===== config.mk =====
export PLATFORM = sky130hd
export DESIGN_NAME = wb_arbiter_flat
export DESIGN_NICKNAME = d
export VERILOG_FILES = /design/src/rtl/wb_arbiter_if.sv /design/src/rtl/wb_arbiter.sv /design/src/flat_wrapper.sv
export SDC_FILE = /design/constraint.sdc
export NUM_CORES = 1
export LEC_CHECK = 0
export BUFFER_PORTS_ARGS = -buffer_cell sky130_fd_sc_hd__buf_2
export CORE_UTILIZATION = 30
export CTS_CLUSTER_SIZE = 12
export DETAILED_ROUTE_END_ITERATION = 8
export PLACE_DENSITY = 0.52
export SKIP_LAST_GASP = 1
export SLEW_MARGIN = 10
export SYNTH_ARGS = -nofsm -noshare
export SYNTH_HDL_FRONTEND = slang
export SYNTH_SLANG_ARGS = --single-unit

===== constraint.sdc =====
create_clock -name clk -period 1.9 [get_ports clk]
set_input_delay 0.285 -clock clk [delete_from_list [all_inputs] [get_ports clk]]
set_output_delay 0.285 -clock clk [all_outputs]
set_load 0.01 [all_outputs]

===== src/rtl/wb_arbiter_if.sv =====
// Writeback bus bundle: ALU and LSU result channels in, register file write port
// and retire counter out. "master" drives results, "slave" is the arbiter.
interface wb_arbiter_if #(
  parameter int unsigned ADDR_WIDTH = 5,
  parameter int unsigned DATA_WIDTH = 32,
  parameter int unsigned CNT_WIDTH  = 32
);
  logic                  alu_valid;
  logic                  alu_ready;
  logic                  alu_wen;
  logic [ADDR_WIDTH-1:0] alu_rd;
  logic [DATA_WIDTH-1:0] alu_data;

  logic                  lsu_valid;
  logic                  lsu_ready;
  logic [ADDR_WIDTH-1:0] lsu_rd;
  logic [DATA_WIDTH-1:0] lsu_rdata;
  logic [1:0]            lsu_addr_lo;
  logic [1:0]            lsu_size;
  logic                  lsu_unsigned;

  logic                  rf_wen;
  logic [ADDR_WIDTH-1:0] rf_waddr;
  logic [DATA_WIDTH-1:0] rf_wdata;
  logic [CNT_WIDTH-1:0]  retire_cnt;

  modport master (
    output alu_valid, alu_wen, alu_rd, alu_data,
    output lsu_valid, lsu_rd, lsu_rdata, lsu_addr_lo, lsu_size, lsu_unsigned,
    input  alu_ready, lsu_ready,
    input  rf_wen, rf_waddr, rf_wdata, retire_cnt
  );

  modport slave (
    input  alu_valid, alu_wen, alu_rd, alu_data,
    input  lsu_valid, lsu_rd, lsu_rdata, lsu_addr_lo, lsu_size, lsu_unsigned,
    output alu_ready, lsu_ready,
    output rf_wen, rf_waddr, rf_wdata, retire_cnt
  );
endinterface


===== src/rtl/wb_arbiter.sv =====
// Writeback stage: round-robin merge of ALU and load results into one registered
// register-file write per cycle, with load alignment/extension and a retire counter.
module wb_arbiter #(
  parameter int unsigned ADDR_WIDTH = 5,
  parameter int unsigned DATA_WIDTH = 32,
  parameter int unsigned CNT_WIDTH  = 32
) (
  input logic         clk,
  input logic         rst_n,
  wb_arbiter_if.slave bus
);

  typedef enum logic {PrioLsu, PrioAlu} prio_e;

  prio_e                 prio_q, prio_d;
  logic                  rf_wen_q, rf_wen_d;
  logic [ADDR_WIDTH-1:0] rf_waddr_q, rf_waddr_d;
  logic [DATA_WIDTH-1:0] rf_wdata_q, rf_wdata_d;
  logic [CNT_WIDTH-1:0]  retire_cnt_q, retire_cnt_d;

  logic                  grant_lsu;
  logic                  grant_alu;
  logic [7:0]            ld_byte;
  logic [15:0]           ld_half;
  logic                  ld_sign;
  logic [DATA_WIDTH-1:0] ld_data;

  // Grant depends only on valids and the pointer, never on ready.
  always_comb begin
    grant_lsu = bus.lsu_valid && (!bus.alu_valid || (prio_q == PrioLsu));
    grant_alu = bus.alu_valid && !grant_lsu;
    prio_d    = prio_q;
    if (bus.alu_valid && bus.lsu_valid) begin
      prio_d = grant_lsu ? PrioAlu : PrioLsu;
    end
  end

  assign bus.alu_ready = grant_alu;
  assign bus.lsu_ready = grant_lsu;

  always_comb begin
    ld_byte = bus.lsu_rdata[{bus.lsu_addr_lo, 3'b000} +: 8];
    ld_half = bus.lsu_rdata[{bus.lsu_addr_lo[1], 4'b0000} +: 16];
    ld_sign = 1'b0;
    ld_data = bus.lsu_rdata;
    case (bus.lsu_size)
      2'd0: begin
        ld_sign = !bus.lsu_unsigned && ld_byte[7];
        ld_data = {{(DATA_WIDTH-8){ld_sign}}, ld_byte};
      end
      2'd1: begin
        ld_sign = !bus.lsu_unsigned && ld_half[15];
        ld_data = {{(DATA_WIDTH-16){ld_sign}}, ld_half};
      end
      default: ld_data = bus.lsu_rdata;
    endcase
  end

  // Address/data hold when idle; only the enable drops.
  always_comb begin
    rf_wen_d     = 1'b0;
    rf_waddr_d   = rf_waddr_q;
    rf_wdata_d   = rf_wdata_q;
    retire_cnt_d = retire_cnt_q;
    if (grant_lsu) begin
      rf_wen_d   = (bus.lsu_rd != '0);
      rf_waddr_d = bus.lsu_rd;
      rf_wdata_d = ld_data;
    end else if (grant_alu) begin
      rf_wen_d   = bus.alu_wen && (bus.alu_rd != '0);
      rf_waddr_d = bus.alu_rd;
      rf_wdata_d = bus.alu_data;
    end
    if (grant_lsu || grant_alu) begin
      retire_cnt_d = retire_cnt_q + CNT_WIDTH'(1);
    end
  end

  always_ff @(posedge clk or negedge rst_n) begin
    if (!rst_n) begin
      prio_q       <= PrioLsu;
      rf_wen_q     <= 1'b0;
      rf_waddr_q   <= '0;
      rf_wdata_q   <= '0;
      retire_cnt_q <= '0;
    end else begin
      prio_q       <= prio_d;
      rf_wen_q     <= rf_wen_d;
      rf_waddr_q   <= rf_waddr_d;
      rf_wdata_q   <= rf_wdata_d;
      retire_cnt_q <= retire_cnt_d;
    end
  end

  assign bus.rf_wen     = rf_wen_q;
  assign bus.rf_waddr   = rf_waddr_q;
  assign bus.rf_wdata   = rf_wdata_q;
  assign bus.retire_cnt = retire_cnt_q;

endmodule


===== src/flat_wrapper.sv =====
// flat-port wrapper written by rule: the top's interface ports become plain ports
module wb_arbiter_flat 
#(
  parameter int unsigned ADDR_WIDTH = 5,
  parameter int unsigned DATA_WIDTH = 32,
  parameter int unsigned CNT_WIDTH  = 32
)
  (clk, rst_n, bus_alu_valid, bus_alu_wen, bus_alu_rd, bus_alu_data, bus_lsu_valid, bus_lsu_rd, bus_lsu_rdata, bus_lsu_addr_lo, bus_lsu_size, bus_lsu_unsigned, bus_alu_ready, bus_lsu_ready, bus_rf_wen, bus_rf_waddr, bus_rf_wdata, bus_retire_cnt);
  wb_arbiter_if #(.ADDR_WIDTH(ADDR_WIDTH), .DATA_WIDTH(DATA_WIDTH), .CNT_WIDTH(CNT_WIDTH)) bus_i ();
  input logic clk;
  input logic rst_n;
  input wire logic [$bits(bus_i.alu_valid)-1:0] bus_alu_valid;
  input wire logic [$bits(bus_i.alu_wen)-1:0] bus_alu_wen;
  input wire logic [$bits(bus_i.alu_rd)-1:0] bus_alu_rd;
  input wire logic [$bits(bus_i.alu_data)-1:0] bus_alu_data;
  input wire logic [$bits(bus_i.lsu_valid)-1:0] bus_lsu_valid;
  input wire logic [$bits(bus_i.lsu_rd)-1:0] bus_lsu_rd;
  input wire logic [$bits(bus_i.lsu_rdata)-1:0] bus_lsu_rdata;
  input wire logic [$bits(bus_i.lsu_addr_lo)-1:0] bus_lsu_addr_lo;
  input wire logic [$bits(bus_i.lsu_size)-1:0] bus_lsu_size;
  input wire logic [$bits(bus_i.lsu_unsigned)-1:0] bus_lsu_unsigned;
  output wire logic [$bits(bus_i.alu_ready)-1:0] bus_alu_ready;
  output wire logic [$bits(bus_i.lsu_ready)-1:0] bus_lsu_ready;
  output wire logic [$bits(bus_i.rf_wen)-1:0] bus_rf_wen;
  output wire logic [$bits(bus_i.rf_waddr)-1:0] bus_rf_waddr;
  output wire logic [$bits(bus_i.rf_wdata)-1:0] bus_rf_wdata;
  output wire logic [$bits(bus_i.retire_cnt)-1:0] bus_retire_cnt;
  assign bus_i.alu_valid = bus_alu_valid;
  assign bus_i.alu_wen = bus_alu_wen;
  assign bus_i.alu_rd = bus_alu_rd;
  assign bus_i.alu_data = bus_alu_data;
  assign bus_i.lsu_valid = bus_lsu_valid;
  assign bus_i.lsu_rd = bus_lsu_rd;
  assign bus_i.lsu_rdata = bus_lsu_rdata;
  assign bus_i.lsu_addr_lo = bus_lsu_addr_lo;
  assign bus_i.lsu_size = bus_lsu_size;
  assign bus_i.lsu_unsigned = bus_lsu_unsigned;
  assign bus_alu_ready = bus_i.alu_ready;
  assign bus_lsu_ready = bus_i.lsu_ready;
  assign bus_rf_wen = bus_i.rf_wen;
  assign bus_rf_waddr = bus_i.rf_waddr;
  assign bus_rf_wdata = bus_i.rf_wdata;
  assign bus_retire_cnt = bus_i.retire_cnt;
  wb_arbiter #(.ADDR_WIDTH(ADDR_WIDTH), .DATA_WIDTH(DATA_WIDTH), .CNT_WIDTH(CNT_WIDTH)) u_core (.clk(clk), .rst_n(rst_n), .bus(bus_i));
endmodule

==> metrics <==
layout cells sized above 1=about two fifths; I/O pin count=156; MaxCap Viol Count=0; status=completed; Slew Limit Fails=0; setup tns final=0 ns; Yosys reg bits=71; fin crit period=1.82 ns; I/O Buffers=about 160; Detailed Route WL=12500 µm; sequential share of the synthesized area=between 40 and 50%; clock latency on the worst-skew pair=0.33 ns; Die ar.=13500 µm²; Die Y=between 100 and 150 µm; area share of the largest cell type after synthesis=a little under half; number of nets in the layout=around 640; Longest Clk Path Bufs=2; startpoint class of the critical path=register; CTS Sinks=71; Setup crit end kind=primary output; mux cell area share after synthesis=slightly above 5%; # rows=41; Hold Crit Class=in -> reg; post-synth top area cell=dfrtp_1; Final HPWL DP=9380 µm; Slew @ Worst Pin=0.867 ns; reg2reg setup slack=0.21 ns; Synth Area in Compound Gates=about a fifth; number of synthesized flops with an enable pin=0; Static Leak=around 2.5 nW; Synth Area in Adders=less than 1%; Async S/R FF share, synth=100%; first-pass GRT wire length=between 15000 and 20000 µm; Core ar.=between 10000 and 15000 µm²; initial antenna violation count=0; routed via count=between 3000 and 4000; average size of a mapped cell=between 9 and 10 µm²; HP Start=bus_alu_data[22]; Crit path arrival time=1.53 ns; post-DR wirelength/cell=about 17 µm; Synth Net Count=approximately 480; post-synthesis xor/xnor area fraction=about 7.2%; RSZ-0062 raised after global routing=no; Hold Crit Depth=3; # diodes=0; Slew headroom=between 40% and 50%; register clock-pin slew on the reported worst setup and hold paths=0.06 ns; commonest non-fill, non-tap cells in the layout=154 x buf_2, 70 x dfrtp_1, 33 x a22oi_1; gp weighted congestion=0.799; # DRC=0; CP Class=reg -> out; starting DRC count in detailed routing=around 280; router iterations before antenna repair=5; number of buffers created by CTS=9; top_reg_cell synth=dfrtp_1; R2R Path Start=u_core.bus.retire_cnt[11]$_DFFE_PN0P_; Starting Density=between 30% and 40%; cells taking the most area after synthesis=dfrtp_1 46%, a22oi_1 6.3%, xor2_1 3.8%; CP required=1.62 ns; largest family of logic cells by synthesized area=compound AO/OA/AOI/OAI gates; PD cells=932 nW/µm²; simple-gate share of the synthesized area=between 10% and 20%; largest net degree at the start of global routing=44; Cell Area, Placed=between 4000 and 5000 µm²; Setup Skew=0.00436 ns; DP Cell Count=~710; Die Wd=approximately 120 µm; CP Max Fanout=9; commonest non-fill, non-tap cell in the layout=buf_2; Hold Vio Cnt, Final=0; cells after synthesis=approximately 390; Routed Antenna Nets=0; Mapped Area=3900 µm²; yosys synthesis warning count=0; vias in the first global route=~3700; Total GRT Usage=between 10% and 20%; drt via density=just over 5; crit share post-route=approximately 96%; gr ovfl total=0; Final Setup Violations=0; Yosys cell types=48; layout overhead on the synthesized area=34.6%; Clk Tree Root Cell=clkbuf_16; fin cells=between 700 and 800; Peak VDD IR=roughly 0.00042 V; Fmax=approximately 0.55 GHz; fin area=5250 µm²; H-tree Lvls=3; RR Endpoint=u_core.bus.retire_cnt[31]$_DFFE_PN0P_; cell count of the worst reg-to-reg path=4; Min-Delay Endpoint=u_core.bus.rf_wdata[22]$_DFFE_PN0P_; CTS tree=built
timing repair:
item | 4_1_cts | 5_1_grt
endpoints found under the setup margin | 2 | 4
buffers inserted | 0 | 3
endpoints found under the hold margin | 28 | 0
resized for setup | 1 | 5
hold buffers | 1 | 0
logic make-up (layout without fill, tap and decap cells):
family	after synthesis	in the layout
xor gates and xnor gates	32	32
DFF	71	71
AOI/OAI and AO/OA	113	113
muxes	18	18
and+or+nand+nor	112	112
buffers and inverters	44	210
adders and majority gates	1	1
state kept, by name, summed over array words and instances, names as in the netlist:
signal	flops
u_core.bus.retire_cnt	32
u_core.bus.rf_waddr	5
u_core.bus.rf_wdata	32
u_core.bus.rf_wen	1
u_core.prio_q	1
per-stage QoR:
step | hold slack (ns) | power [W] | setup slack, ns | utilization, %
2_1_floorplan | -0.0106 | 0.00268 | 0.249 | -
3_3_place_gp | 0.249 | 0.00331 | -0.145 | 38.9
3_5_place_dp | 0.251 | 0.00333 | 0.0787 | 38.9
4_1_cts | 0.191 | 0.00493 | -0.0153 | 41.2
5_1_grt | 0.192 | 0.00520 | 0.0161 | 41.5
6_report | 0.202 | 0.00489 | 0.0841 | 41.5
cell usage after synthesis (5+ instances only):
| cell | n |
|---|---|
| nand3_1 | 10 |
| mux2i_1 | 12 |
| a21o_1 | 6 |
| clkbuf_1 | 16 |
| xnor2_1 | 15 |
| o21ai_0 | 24 |
| nor4_2 | 6 |
| inv_1 | 15 |
| nand2_1 | 21 |
| a21oi_1 | 8 |
| buf_2 | 8 |
| a2111oi_0 | 8 |
| xor2_1 | 17 |
| dfrtp_1 | 71 |
| o32ai_1 | 11 |
| mux2_2 | 5 |
| o22ai_1 | 6 |
| nor2_1 | 25 |
| nand2b_1 | 9 |
| nor3_1 | 12 |
| a222oi_1 | 6 |
| a22oi_1 | 33 |
| nand4_1 | 6 |
power by group:
part	internal (W)	switching, W
logic	0.000585	0.000730
registers	0.00178	0.000233
clock network	0.000951	0.000617
worst max-delay path by stage:
stage / depth (start not counted) / slack (ns) / end / from
floorplan: 6 / 0.25 / u_core.bus.rf_wdata[13]$_DFFE_PN0P_ / u_core.prio_q$_DFFE_PN0P_
global placement: 5 / -0.14 / u_core.bus.rf_wdata[30]$_DFFE_PN0P_ / bus_lsu_addr_lo[0]
detailed placement: 4 / 0.08 / u_core.bus.retire_cnt[31]$_DFFE_PN0P_ / u_core.bus.retire_cnt[11]$_DFFE_PN0P_
CTS: 4 / -0.02 / bus_lsu_ready / u_core.prio_q$_DFFE_PN0P_
global route: 4 / 0.02 / bus_lsu_ready / u_core.prio_q$_DFFE_PN0P_
finish: 5 / 0.08 / bus_alu_ready / u_core.prio_q$_DFFE_PN0P_
area by class of cell:
class / instances / area [µm²]
flip-flops and latches: 71 / 1780
repair buffers: 178 / 966
clock buffers: 13 / 260
well taps: 172 / 215
multi-input cells: 276 / 1950
inverters: 16 / 65.1
clock inverters: 3 / 17.5
fillers: 1284 / 7420
per-layer routing:
metal	share of wire (%)	GRT usage, %
met2	49	32.3
met4	1.2	4.96
met3	5.7	5.54
met1	44	24.1
met5	0	0
worst max-delay path, stage by stage (launching register included):
cell      delay, ns
dfrtp_2        0.45
nand2b_1       0.17
nand2_1        0.14
clkinv_4       0.11
buf_4          0.18
buf_2          0.14
(Power assumes the default switching activity.)
